===== config.mk =====
export PLATFORM = sky130hd
export DESIGN_NAME = pipe_stage_buf_flat
export DESIGN_NICKNAME = d
export VERILOG_FILES = /design/src/rtl/pipe_stage_buf_pkg.sv /design/src/rtl/pipe_stage_buf_if.sv /design/src/rtl/pipe_stage_buf_entry_reg.sv /design/src/rtl/pipe_stage_buf.sv /design/src/flat_wrapper.sv
export SDC_FILE = /design/constraint.sdc
export NUM_CORES = 1
export LEC_CHECK = 0
export CORE_MARGIN = 2
export CORE_UTILIZATION = 53
export CTS_BUF_LIST = sky130_fd_sc_hd__clkbuf_8 sky130_fd_sc_hd__clkbuf_16
export DETAILED_ROUTE_END_ITERATION = 6
export PLACE_DENSITY = 0.85
export SLEW_MARGIN = 20
export SYNTH_ARGS = -nofsm -noshare
export SYNTH_HDL_FRONTEND = slang
export SYNTH_SLANG_ARGS = --single-unit

===== constraint.sdc =====
create_clock -name clk -period 2.73 [get_ports clk]
set_input_delay 0.273 -clock clk [delete_from_list [all_inputs] [get_ports clk]]
set_output_delay 0.273 -clock clk [all_outputs]
set_load 0.005 [all_outputs]

===== src/rtl/pipe_stage_buf_pkg.sv =====
// Shared pipeline definitions: field widths, reset/handler PCs and the entry layout.
package cpu_pipe_pkg;

    localparam int          EXC_W      = 5;
    localparam int          SIDE_W     = 32;
    localparam logic [4:0]  EXC_NONE   = 5'd0;
    localparam logic [31:0] RESET_PC   = 32'h0000_3000;
    localparam logic [31:0] HANDLER_PC = 32'h0000_4180;

    typedef struct packed {
        logic [31:0]       instr;
        logic [31:0]       pc;
        logic [EXC_W-1:0]  exc;
        logic              slot;
        logic [SIDE_W-1:0] side;
        logic              valid;
    } pipe_entry_t;

    // Where the main entry is reloaded from in a given cycle.
    typedef enum logic [1:0] {
        SRC_IN      = 2'd0,
        SRC_SKID    = 2'd1,
        SRC_HANDLER = 2'd2
    } m_src_e;

endpackage


===== src/rtl/pipe_stage_buf_if.sv =====
// Valid/ready handshake bundle between two pipeline stages, plus redirect controls.
interface pipe_stage_buf_if #(
    parameter int SIDE_W = cpu_pipe_pkg::SIDE_W,
    parameter int EXC_W  = cpu_pipe_pkg::EXC_W
);
    logic              req;
    logic              flush;
    logic              in_valid;
    logic              in_ready;
    logic [31:0]       in_instr;
    logic [31:0]       in_pc;
    logic [EXC_W-1:0]  in_exc;
    logic              in_slot;
    logic [SIDE_W-1:0] in_side;
    logic              out_valid;
    logic              out_ready;
    logic [31:0]       out_instr;
    logic [31:0]       out_pc;
    logic [EXC_W-1:0]  out_exc;
    logic              out_slot;
    logic [SIDE_W-1:0] out_side;
    logic [1:0]        occ;

    modport master (
        output req, flush, in_valid, in_instr, in_pc, in_exc, in_slot, in_side, out_ready,
        input  in_ready, out_valid, out_instr, out_pc, out_exc, out_slot, out_side, occ
    );

    modport slave (
        input  req, flush, in_valid, in_instr, in_pc, in_exc, in_slot, in_side, out_ready,
        output in_ready, out_valid, out_instr, out_pc, out_exc, out_slot, out_side, occ
    );
endinterface


===== src/rtl/pipe_stage_buf_entry_reg.sv =====
// One pipeline entry register with load, bubble-load and valid-clear controls.
module pipe_entry_reg
    import cpu_pipe_pkg::*;
#(
    parameter int          SIDE_W   = 32,
    parameter int          EXC_W    = 5,
    parameter logic [31:0] RESET_PC = 32'h0000_3000
) (
    input  logic              clk,
    input  logic              rst_n,
    input  logic              load,
    input  logic              bubble,
    input  logic              clear,
    input  logic [31:0]       d_instr,
    input  logic [31:0]       d_pc,
    input  logic [EXC_W-1:0]  d_exc,
    input  logic              d_slot,
    input  logic [SIDE_W-1:0] d_side,
    output logic              q_valid,
    output logic [31:0]       q_instr,
    output logic [31:0]       q_pc,
    output logic [EXC_W-1:0]  q_exc,
    output logic              q_slot,
    output logic [SIDE_W-1:0] q_side
);

    // Bubbles keep pc/slot so a nullified slot still traces back to its PC.
    always_ff @(posedge clk) begin
        if (!rst_n) begin
            q_valid <= 1'b0;
            q_instr <= '0;
            q_pc    <= RESET_PC;
            q_exc   <= EXC_W'(EXC_NONE);
            q_slot  <= 1'b0;
            q_side  <= '0;
        end else if (load) begin
            q_valid <= 1'b1;
            q_pc    <= d_pc;
            q_slot  <= d_slot;
            q_instr <= bubble ? 32'd0 : d_instr;
            q_exc   <= bubble ? EXC_W'(EXC_NONE) : d_exc;
            q_side  <= bubble ? '0 : d_side;
        end else if (clear) begin
            q_valid <= 1'b0;
        end
    end

endmodule


===== src/rtl/pipe_stage_buf.sv =====
// Two-entry elastic pipeline register (main + skid) with flush-to-bubble and exception redirect.
module pipe_stage_buf
    import cpu_pipe_pkg::*;
#(
    parameter int          SIDE_W     = 32,
    parameter int          EXC_W      = 5,
    parameter logic [31:0] RESET_PC   = 32'h0000_3000,
    parameter logic [31:0] HANDLER_PC = 32'h0000_4180
) (
    input  logic           clk,
    input  logic           rst_n,
    pipe_stage_buf_if.slave bus
);

    logic              m_valid, s_valid;
    logic [31:0]       s_instr, s_pc;
    logic [EXC_W-1:0]  s_exc;
    logic              s_slot;
    logic [SIDE_W-1:0] s_side;

    logic              accept, drain;
    logic              m_load, m_bubble, m_clear;
    logic              s_load, s_clear;
    m_src_e            m_src;
    logic [31:0]       m_d_instr, m_d_pc;
    logic [EXC_W-1:0]  m_d_exc;
    logic              m_d_slot;
    logic [SIDE_W-1:0] m_d_side;
    logic              m_valid_nxt, s_valid_nxt;
    logic [1:0]        occ_q;

    assign bus.in_ready  = ~s_valid;
    assign bus.out_valid = m_valid;
    assign bus.occ       = occ_q;
    assign accept        = bus.in_valid & ~s_valid;
    assign drain         = m_valid & bus.out_ready;

    always_comb begin
        m_load   = 1'b0;
        m_bubble = 1'b0;
        m_clear  = 1'b0;
        m_src    = SRC_IN;
        s_load   = 1'b0;
        s_clear  = 1'b0;
        if (bus.req) begin
            s_clear  = 1'b1;
            m_load   = 1'b1;
            m_bubble = 1'b1;
            m_src    = SRC_HANDLER;
        end else if (drain && s_valid) begin
            // S already holds a bubble-formatted entry if it was flushed on entry.
            m_load  = 1'b1;
            m_src   = SRC_SKID;
            s_clear = 1'b1;
        end else if (drain || !m_valid) begin
            m_load   = accept;
            m_bubble = bus.flush;
            m_clear  = ~accept;
        end else if (accept) begin
            s_load = 1'b1;
        end
    end

    always_comb begin
        m_d_instr = bus.in_instr;
        m_d_pc    = bus.in_pc;
        m_d_exc   = bus.in_exc;
        m_d_slot  = bus.in_slot;
        m_d_side  = bus.in_side;
        case (m_src)
            SRC_SKID: begin
                m_d_instr = s_instr;
                m_d_pc    = s_pc;
                m_d_exc   = s_exc;
                m_d_slot  = s_slot;
                m_d_side  = s_side;
            end
            SRC_HANDLER: begin
                m_d_pc   = HANDLER_PC;
                m_d_slot = 1'b0;
            end
            default: ;
        endcase
    end

    assign m_valid_nxt = m_load | (m_valid & ~m_clear);
    assign s_valid_nxt = s_load | (s_valid & ~s_clear);

    always_ff @(posedge clk) begin
        if (!rst_n) occ_q <= 2'd0;
        else        occ_q <= {1'b0, m_valid_nxt} + {1'b0, s_valid_nxt};
    end

    pipe_entry_reg #(.SIDE_W(SIDE_W), .EXC_W(EXC_W), .RESET_PC(RESET_PC)) u_main (
        .clk     (clk),
        .rst_n   (rst_n),
        .load    (m_load),
        .bubble  (m_bubble),
        .clear   (m_clear),
        .d_instr (m_d_instr),
        .d_pc    (m_d_pc),
        .d_exc   (m_d_exc),
        .d_slot  (m_d_slot),
        .d_side  (m_d_side),
        .q_valid (m_valid),
        .q_instr (bus.out_instr),
        .q_pc    (bus.out_pc),
        .q_exc   (bus.out_exc),
        .q_slot  (bus.out_slot),
        .q_side  (bus.out_side)
    );

    pipe_entry_reg #(.SIDE_W(SIDE_W), .EXC_W(EXC_W), .RESET_PC(RESET_PC)) u_skid (
        .clk     (clk),
        .rst_n   (rst_n),
        .load    (s_load),
        .bubble  (bus.flush),
        .clear   (s_clear),
        .d_instr (bus.in_instr),
        .d_pc    (bus.in_pc),
        .d_exc   (bus.in_exc),
        .d_slot  (bus.in_slot),
        .d_side  (bus.in_side),
        .q_valid (s_valid),
        .q_instr (s_instr),
        .q_pc    (s_pc),
        .q_exc   (s_exc),
        .q_slot  (s_slot),
        .q_side  (s_side)
    );

endmodule

===== src/flat_wrapper.sv =====
// flat-port wrapper written by rule: the top's interface ports become plain ports
module pipe_stage_buf_flat import cpu_pipe_pkg::*;
#(
    parameter int          SIDE_W     = 32,
    parameter int          EXC_W      = 5,
    parameter logic [31:0] RESET_PC   = 32'h0000_3000,
    parameter logic [31:0] HANDLER_PC = 32'h0000_4180
)
  (clk, rst_n, bus_req, bus_flush, bus_in_valid, bus_in_instr, bus_in_pc, bus_in_exc, bus_in_slot, bus_in_side, bus_out_ready, bus_in_ready, bus_out_valid, bus_out_instr, bus_out_pc, bus_out_exc, bus_out_slot, bus_out_side, bus_occ);
  pipe_stage_buf_if #(.SIDE_W(SIDE_W), .EXC_W(EXC_W)) bus_i ();
  input  logic clk;
  input  logic rst_n;
  input wire logic [$bits(bus_i.req)-1:0] bus_req;
  input wire logic [$bits(bus_i.flush)-1:0] bus_flush;
  input wire logic [$bits(bus_i.in_valid)-1:0] bus_in_valid;
  input wire logic [$bits(bus_i.in_instr)-1:0] bus_in_instr;
  input wire logic [$bits(bus_i.in_pc)-1:0] bus_in_pc;
  input wire logic [$bits(bus_i.in_exc)-1:0] bus_in_exc;
  input wire logic [$bits(bus_i.in_slot)-1:0] bus_in_slot;
  input wire logic [$bits(bus_i.in_side)-1:0] bus_in_side;
  input wire logic [$bits(bus_i.out_ready)-1:0] bus_out_ready;
  output wire logic [$bits(bus_i.in_ready)-1:0] bus_in_ready;
  output wire logic [$bits(bus_i.out_valid)-1:0] bus_out_valid;
  output wire logic [$bits(bus_i.out_instr)-1:0] bus_out_instr;
  output wire logic [$bits(bus_i.out_pc)-1:0] bus_out_pc;
  output wire logic [$bits(bus_i.out_exc)-1:0] bus_out_exc;
  output wire logic [$bits(bus_i.out_slot)-1:0] bus_out_slot;
  output wire logic [$bits(bus_i.out_side)-1:0] bus_out_side;
  output wire logic [$bits(bus_i.occ)-1:0] bus_occ;
  assign bus_i.req = bus_req;
  assign bus_i.flush = bus_flush;
  assign bus_i.in_valid = bus_in_valid;
  assign bus_i.in_instr = bus_in_instr;
  assign bus_i.in_pc = bus_in_pc;
  assign bus_i.in_exc = bus_in_exc;
  assign bus_i.in_slot = bus_in_slot;
  assign bus_i.in_side = bus_in_side;
  assign bus_i.out_ready = bus_out_ready;
  assign bus_in_ready = bus_i.in_ready;
  assign bus_out_valid = bus_i.out_valid;
  assign bus_out_instr = bus_i.out_instr;
  assign bus_out_pc = bus_i.out_pc;
  assign bus_out_exc = bus_i.out_exc;
  assign bus_out_slot = bus_i.out_slot;
  assign bus_out_side = bus_i.out_side;
  assign bus_occ = bus_i.occ;
  pipe_stage_buf #(.SIDE_W(SIDE_W), .EXC_W(EXC_W), .RESET_PC(RESET_PC), .HANDLER_PC(HANDLER_PC)) u_core (.clk(clk), .rst_n(rst_n), .bus(bus_i));
endmodule

**Word-level counts from Yosys, hierarchy flattened**

Index checks and enable logic that the tools add are counted.

- Equality and inequality tests: 2
- Reductions and logical operators: 5
- Bitwise operators: 10
- Muxes and demuxes: 32
- Add/sub/neg operators: 1

Operators with widths:

| kind | number |
|---|---|
| two-way mux 32 bit | 6 |
| one-hot mux 32 bit (2 select lines) | 1 |
| two-way mux 1 bit | 20 |
| two-way mux 5 bit | 3 |
| AND 1 bit | 4 |
| inverter 1 bit | 4 |
| nonzero test 2 bit | 2 |
| adder 1 x 1 -> 2 bit | 1 |
| == test 2 x 1 -> 1 bit (second input constant) | 1 |
| == test 2 bit (second input constant) | 1 |
| two-way mux 2 bit | 1 |
| bitwise OR 1 bit | 2 |
| one-hot mux 1 bit (2 select lines) | 1 |
| logical AND 1 bit | 1 |
| logical NOT 1 bit | 1 |
| logical OR 1 bit | 1 |

- Output and inout bits: 106
- Logic and storage cells: 63
- Input bits: 108
- Register bits: 208

**Depth between registers and ports, before layout**

- Depth in word-level cells: 10
- Gate-level depth with buffers: 7
- Gate-level depth less buffers: 4

**Hierarchy**

A second synthesis with hierarchy kept.

- Cells, all modules: 1,045
- Area total of the unflattened synthesis: 9,686.8 µm²

Modules (own cells, without submodules):

| module | area each (µm²) | cells an instance | seq. area each (µm²) | instances |
|---|---|---|---|---|
| pipe_entry_reg | 4,092.7 | 417 | 2,062.0 | 2 |
| pipe_stage_buf | 1,501.4 | 211 | 40.0 | 1 |

**Worst setup path before layout**

OpenSTA, ideal clock, no wires.

- Path kind: register to register
- Start: reg u_core.u_skid.q_valid
- End: reg u_core.u_main.q_instr[24]
- Cell stages (with the launch flop): 7
- Setup time: 0.070 ns
- Buffers on the path: 3
- Slack: 1.155 ns
- Period minus slack after synthesis: 1.575 ns
- Data arrival time: 1.505 ns
- Required time: 2.660 ns
- Cell sequence: dfxtp_1 buf_6 mux2_1 a21oi_2 buf_2 buf_2 o2bb2ai_1

- Longest elaborated chain between the ends: 6
- Elaborated cells between the ends (all ways): 13
- Classes of those cells: eq/ne (1); mux (9); bitwise (2); reduce/logical (1)

Ends and longest elaborated chain:

| what | RTL line | text |
|---|---|---|
| from (decl) | pipe_stage_buf_entry_reg.sv:19 | `output logic q_valid,` |
| from (signal assigned) | pipe_stage_buf_entry_reg.sv:30 | `q_valid <= 1'b0;` |
| from (signal assigned) | pipe_stage_buf_entry_reg.sv:37 | `q_valid <= 1'b1;` |
| from (signal assigned) | pipe_stage_buf_entry_reg.sv:44 | `q_valid <= 1'b0;` |
| logical AND 1 bit | pipe_stage_buf.sv:50 | `end else if (drain && s_valid) begin` |
| two-way mux 1 bit | pipe_stage_buf.sv:50 |  |
| two-way mux 2 bit | pipe_stage_buf.sv:45 | `if (bus.req) begin` |
| == test 2 x 1 -> 1 bit | pipe_stage_buf.sv:70 | `case (m_src)` |
| two-way mux 32 bit | pipe_stage_buf.sv:70 |  |
| two-way mux 32 bit | pipe_stage_buf_entry_reg.sv:40 | `q_instr <= bubble ? 32'd0 : d_instr;` |
| to (signal assigned) | pipe_stage_buf_entry_reg.sv:40 |  |
| to (decl) | pipe_stage_buf_entry_reg.sv:20 | `output logic [31:0] q_instr,` |

Several ways; a longest one is shown, not always the timed one.
A chain may end at the register's enable or synchronous reset.

**Worst setup path in the final report**

- Start: reg u_core.u_main.q_valid
- End: out bus_out_valid

RTL lines:

| what | RTL line | text |
|---|---|---|
| from (decl) | pipe_stage_buf_entry_reg.sv:19 |  |
| from (signal assigned) | pipe_stage_buf_entry_reg.sv:30 |  |
| from (signal assigned) | pipe_stage_buf_entry_reg.sv:37 |  |
| from (signal assigned) | pipe_stage_buf_entry_reg.sv:44 |  |
| to (decl) | flat_wrapper.sv:23 | `output wire logic [$bits(bus_i.out_valid)-1:0] bus_out_valid;` |

No word-level cell between the ends.

==> run summary <==
The run finished with clean final reports. The library cell with the largest summed area after synthesis is sky130_fd_sc_hd__dfxtp_1. The H-tree depth is 1. The total via count after detailed routing came out at 8055. The length of routed met2 wiring is roughly 11 mm.

The initial antenna violation count came out at 0. The critical path goes through clkdlybuf4s50_1. The fraction of power consumed by sequential logic came out at between 40% and 50%. Measured along the x axis, the die boundary spans around 130 um. By instance count, the leading cell after synthesis is sky130_fd_sc_hd__dfxtp_1.

After detailed placement, the total cell area comes to between 10000 and 15000 um^2. Setup repair after global routing left no endpoint under its margin. The slew at the pin closest to its max-slew limit came out at roughly 0.8 ns. The switching power of the nets is approximately 1.6 mW. Wires add up to about 25 mm. Headroom to the max-slew limit came out at between 40% and 50%. The leakage dissipation is about 4.3 nW. Between clock sinks in the finished design, the worst skew comes to 0.008606 ns.

The share of the synthesized area in the top cell type is 48.65%. The global-route usage over all layers is roughly 28%. Of all nets on the critical path, the largest fanout is 12. The worst setup path is launched from a flip-flop. The number of buffers and inverters on the critical path is 1. The peak per-stage delay on the critical path came out at 0.63 ns. Yosys mapped a number of flops with a built-in enable equal to 0. The clock tree from TritonCTS is done. The post-route antenna net violation count is 0. The routability congestion estimate came out at between 0.8 and 0.9.

In the synthesized netlist the async set-or-reset flop fraction comes to 0%. The number of failing hold endpoints at the final stage is 0. The mean instance size in the synthesized netlist is 9.282 um^2. The clock latency on the worst-skew pair is around 0.5 ns.

The starting DRC count in detailed routing is between 600 and 700. Sequential elements use slightly below 50% of the synthesized area. After detailed routing, the average wire length per cell comes to 19.12 um.

The first global-routing pass estimated around 39 mm of wire. In this run the register-to-register setup slack is 0.87 ns. In the synthesized netlist, the cells that appear most often are sky130_fd_sc_hd__dfxtp_1 (208), sky130_fd_sc_hd__o21ai_0 (106), sky130_fd_sc_hd__a21oi_1 (103). STA puts the critical path data arrival time at ~1.7 ns.

The number of rows in the core area came out at 46. The post-CTS setup buffer count is 0. Net switching is 23.96% of the power. The final number of max-transition violations came out at 0. The height of the chip is ~130 um.

The max-cap violation count is 0. Cells with a size suffix above 1 make up 6.532% of the layout. The via count normalized by instance count came out at 6.182. The sum of overflow across all layers after global routing came out at 0. Detailed placement ended at an HPWL of between 10 and 15 mm. The post-synthesis to final-layout area growth is 34.78%.

For this run, the leading register cell type out of synthesis is sky130_fd_sc_hd__dfxtp_1. The layout has 1169 filler cells. The worst setup path is captured at an output port. The largest individual stage delay along the critical path comes from the cell sky130_fd_sc_hd__clkdlybuf4s50_1. The internal portion of the total power is about 5.2 mW.

The area of the mapped netlist came out at ~8600 um^2. TritonCTS created 22 clock buffers. The routed design could run at a clock period as short as approximately 2 ns. The detailed router used layers up to and including met4. The maximum clock rate is ~500 MHz. The count of pins on the block boundary came out at 214. IR analysis of the VDD net gives a maximum drop of roughly 0.43 mV.

Ranked by total cell area, the synthesized netlist is headed by sky130_fd_sc_hd__dfxtp_1 (49%), sky130_fd_sc_hd__mux2i_1 (8.1%), sky130_fd_sc_hd__o2bb2ai_1 (7.1%), sky130_fd_sc_hd__o21ai_0 (6.2%), sky130_fd_sc_hd__a21oi_1 (6.0%). The share of total power in combinational logic came out at 10.5%. Counting tap cells, the placed design contains a total of 1264 instances.

The number of hold buffers added after CTS is 0. Summed over all nets, wire length on met3 after detailed routing comes to ~2.7 mm. The number of unique standard cell types used by synthesis came out at 32.

Once the floorplan was initialized, standard cells occupied 54.07% of the core. Synthesis inferred 208 register bits. The number of antenna diodes came out at 0. The final non-filler cell total is 1303. The share of total power dissipated in the clock network is a little over two fifths. The warning count from the yosys run is 0. The total nets after synthesis is approximately 1.0k. The area of the core region came out at 15830 um^2. Summed over all failing endpoints, the final setup total negative slack is 0 ns. The detailed-route wire length on metal 1 came out at roughly 10 mm. The largest net degree at the start of global routing came out at slightly above 80. The final count of negative-setup-slack endpoints is 0.

Hold is met by a little under 0.3 ns. The clock transition at the registers of the reported paths is ~0.060 ns. The multi-input gate area in the final layout is around 3800 um^2.

The critical path in this run is classified as reg2out. The data required time of the critical path came out at 2.46 ns. The first-pass iteration count of the detailed router came out at 7.

The final non-filler cell area came out at approximately 12000 um^2. The CTS sink count is 208. The via count of the first global-routing pass is ~7.5k. Setup slack on the critical path of the routed design comes to about 0.73 ns. The total of cells resized after clock tree synthesis is 0. The cell family contributing the most delay on the critical path is buffers and inverters. The count of mapped cells out of synthesis came out at about 920.

The buffer depth of the longest clock path came out at 3. The final-stage net count came out at 1181. The setup slack at placement came out at about 0.55 ns. The die area came out at around 17000 um^2. The min-delay analysis places its worst path in the category in2reg. The power density normalized to cell area came out at just under 600 nW/um^2. The fraction of the cycle the final worst path needs came out at 73.18%. The count of input and output buffers came out at between 200 and 250.

The root buffer cell is sky130_fd_sc_hd__clkbuf_16. The number of remaining DRC errors is 0. The register area came out at 4164 um^2.
[per-layer routing]
metal  global-route usage (%)  vias up
li1                         -     3751
met1                    38.09     3853
met2                    44.04      403
met3                    6.412       48
met4                    8.886        0
met5                        0        -
[power by group through the flow]
| stage | sequential (mW) | clock [mW] | combinational (mW) |
|---|---|---|---|
| after floorplan | 3.22 | 0 | 0.304 |
| after CTS | 3.16 | 3.00 | 0.713 |
| after global placement | 3.23 | 0 | 0.702 |
| final | 3.16 | 2.96 | 0.718 |
| after global routing | 3.17 | 3.13 | 0.772 |
| after detailed placement | 3.23 | 0 | 0.708 |
[registers in the layout, summed over array words and instances (netlist names)]
| name | flops |
|---|---|
| u_core.u_skid.q_instr | 32 |
| u_core.u_main.q_side | 32 |
| u_core.u_main.q_exc | 5 |
| u_core.u_main.q_pc | 32 |
| u_core.u_skid.q_slot | 1 |
| u_core.u_skid.q_side | 32 |
| u_core.u_main.q_valid | 1 |
| u_core.u_main.q_slot | 1 |
| u_core.u_skid.q_exc | 5 |
| u_core.u_main.q_instr | 32 |
| u_core.u_skid.q_pc | 32 |
| u_core.u_skid.q_valid | 1 |
| u_core.bus.occ | 2 |
[layout by cell type, fill, tap and decap left out, types with 2 or more instances in the layout]
cell / n
sky130_fd_sc_hd__o22ai_1: 4
sky130_fd_sc_hd__buf_12: 11
sky130_fd_sc_hd__clkinvlp_4: 3
sky130_fd_sc_hd__inv_1: 32
sky130_fd_sc_hd__a32oi_1: 2
sky130_fd_sc_hd__mux2i_1: 69
sky130_fd_sc_hd__clkinv_2: 8
sky130_fd_sc_hd__o21ai_0: 106
sky130_fd_sc_hd__nand3_1: 35
sky130_fd_sc_hd__dfxtp_1: 208
sky130_fd_sc_hd__clkbuf_16: 23
sky130_fd_sc_hd__a21oi_1: 102
sky130_fd_sc_hd__nand2_1: 31
sky130_fd_sc_hd__nand4_1: 69
sky130_fd_sc_hd__o31ai_1: 30
sky130_fd_sc_hd__nor2b_1: 2
sky130_fd_sc_hd__a221oi_1: 28
sky130_fd_sc_hd__o2bb2ai_1: 69
sky130_fd_sc_hd__nand2b_1: 5
sky130_fd_sc_hd__clkbuf_8: 4
sky130_fd_sc_hd__a31oi_1: 3
sky130_fd_sc_hd__clkdlybuf4s50_1: 212
sky130_fd_sc_hd__and2_1: 4
sky130_fd_sc_hd__buf_4: 11
[final cells by class]
cell class	count	share of cell area, %
clock buffers	27	5.467
clock inverters	12	0.7918
inverters	34	1.139
multi-input cells	572	33.14
flip-flops and latches	208	36.10
well taps	216	2.343
repair buffers	234	21.02
[cell families after synthesis]
group           after synthesis  synth area share, %
simple gates                151                9.824
flops                       208                48.65
buf+inv                     142                7.164
fa+ha+maj                     1               0.1462
mux                          70                8.202
compound gates              350                26.01
[per-stage QoR]
stage	utilization (%)	total power [mW]
floorplan	-	3.525
CTS	72.88	6.874
global route	72.88	7.069
finish	72.88	6.840
detailed placement	68.32	3.935
global placement	68.32	3.928
[path summary, 6_finish.rpt]
kind,start,endpoint,cells after the start
worst min register to register,u_core.u_skid.q_pc[20],u_core.u_main.q_pc[20],2
worst min-delay path,bus_req,u_core.u_skid.q_exc[3],3
worst max-delay path,u_core.u_main.q_valid,bus_out_valid,1
worst max register to register,u_core.u_main.q_valid,u_core.u_main.q_instr[20],4
No activity file was read; power rests on OpenSTA's default activity.
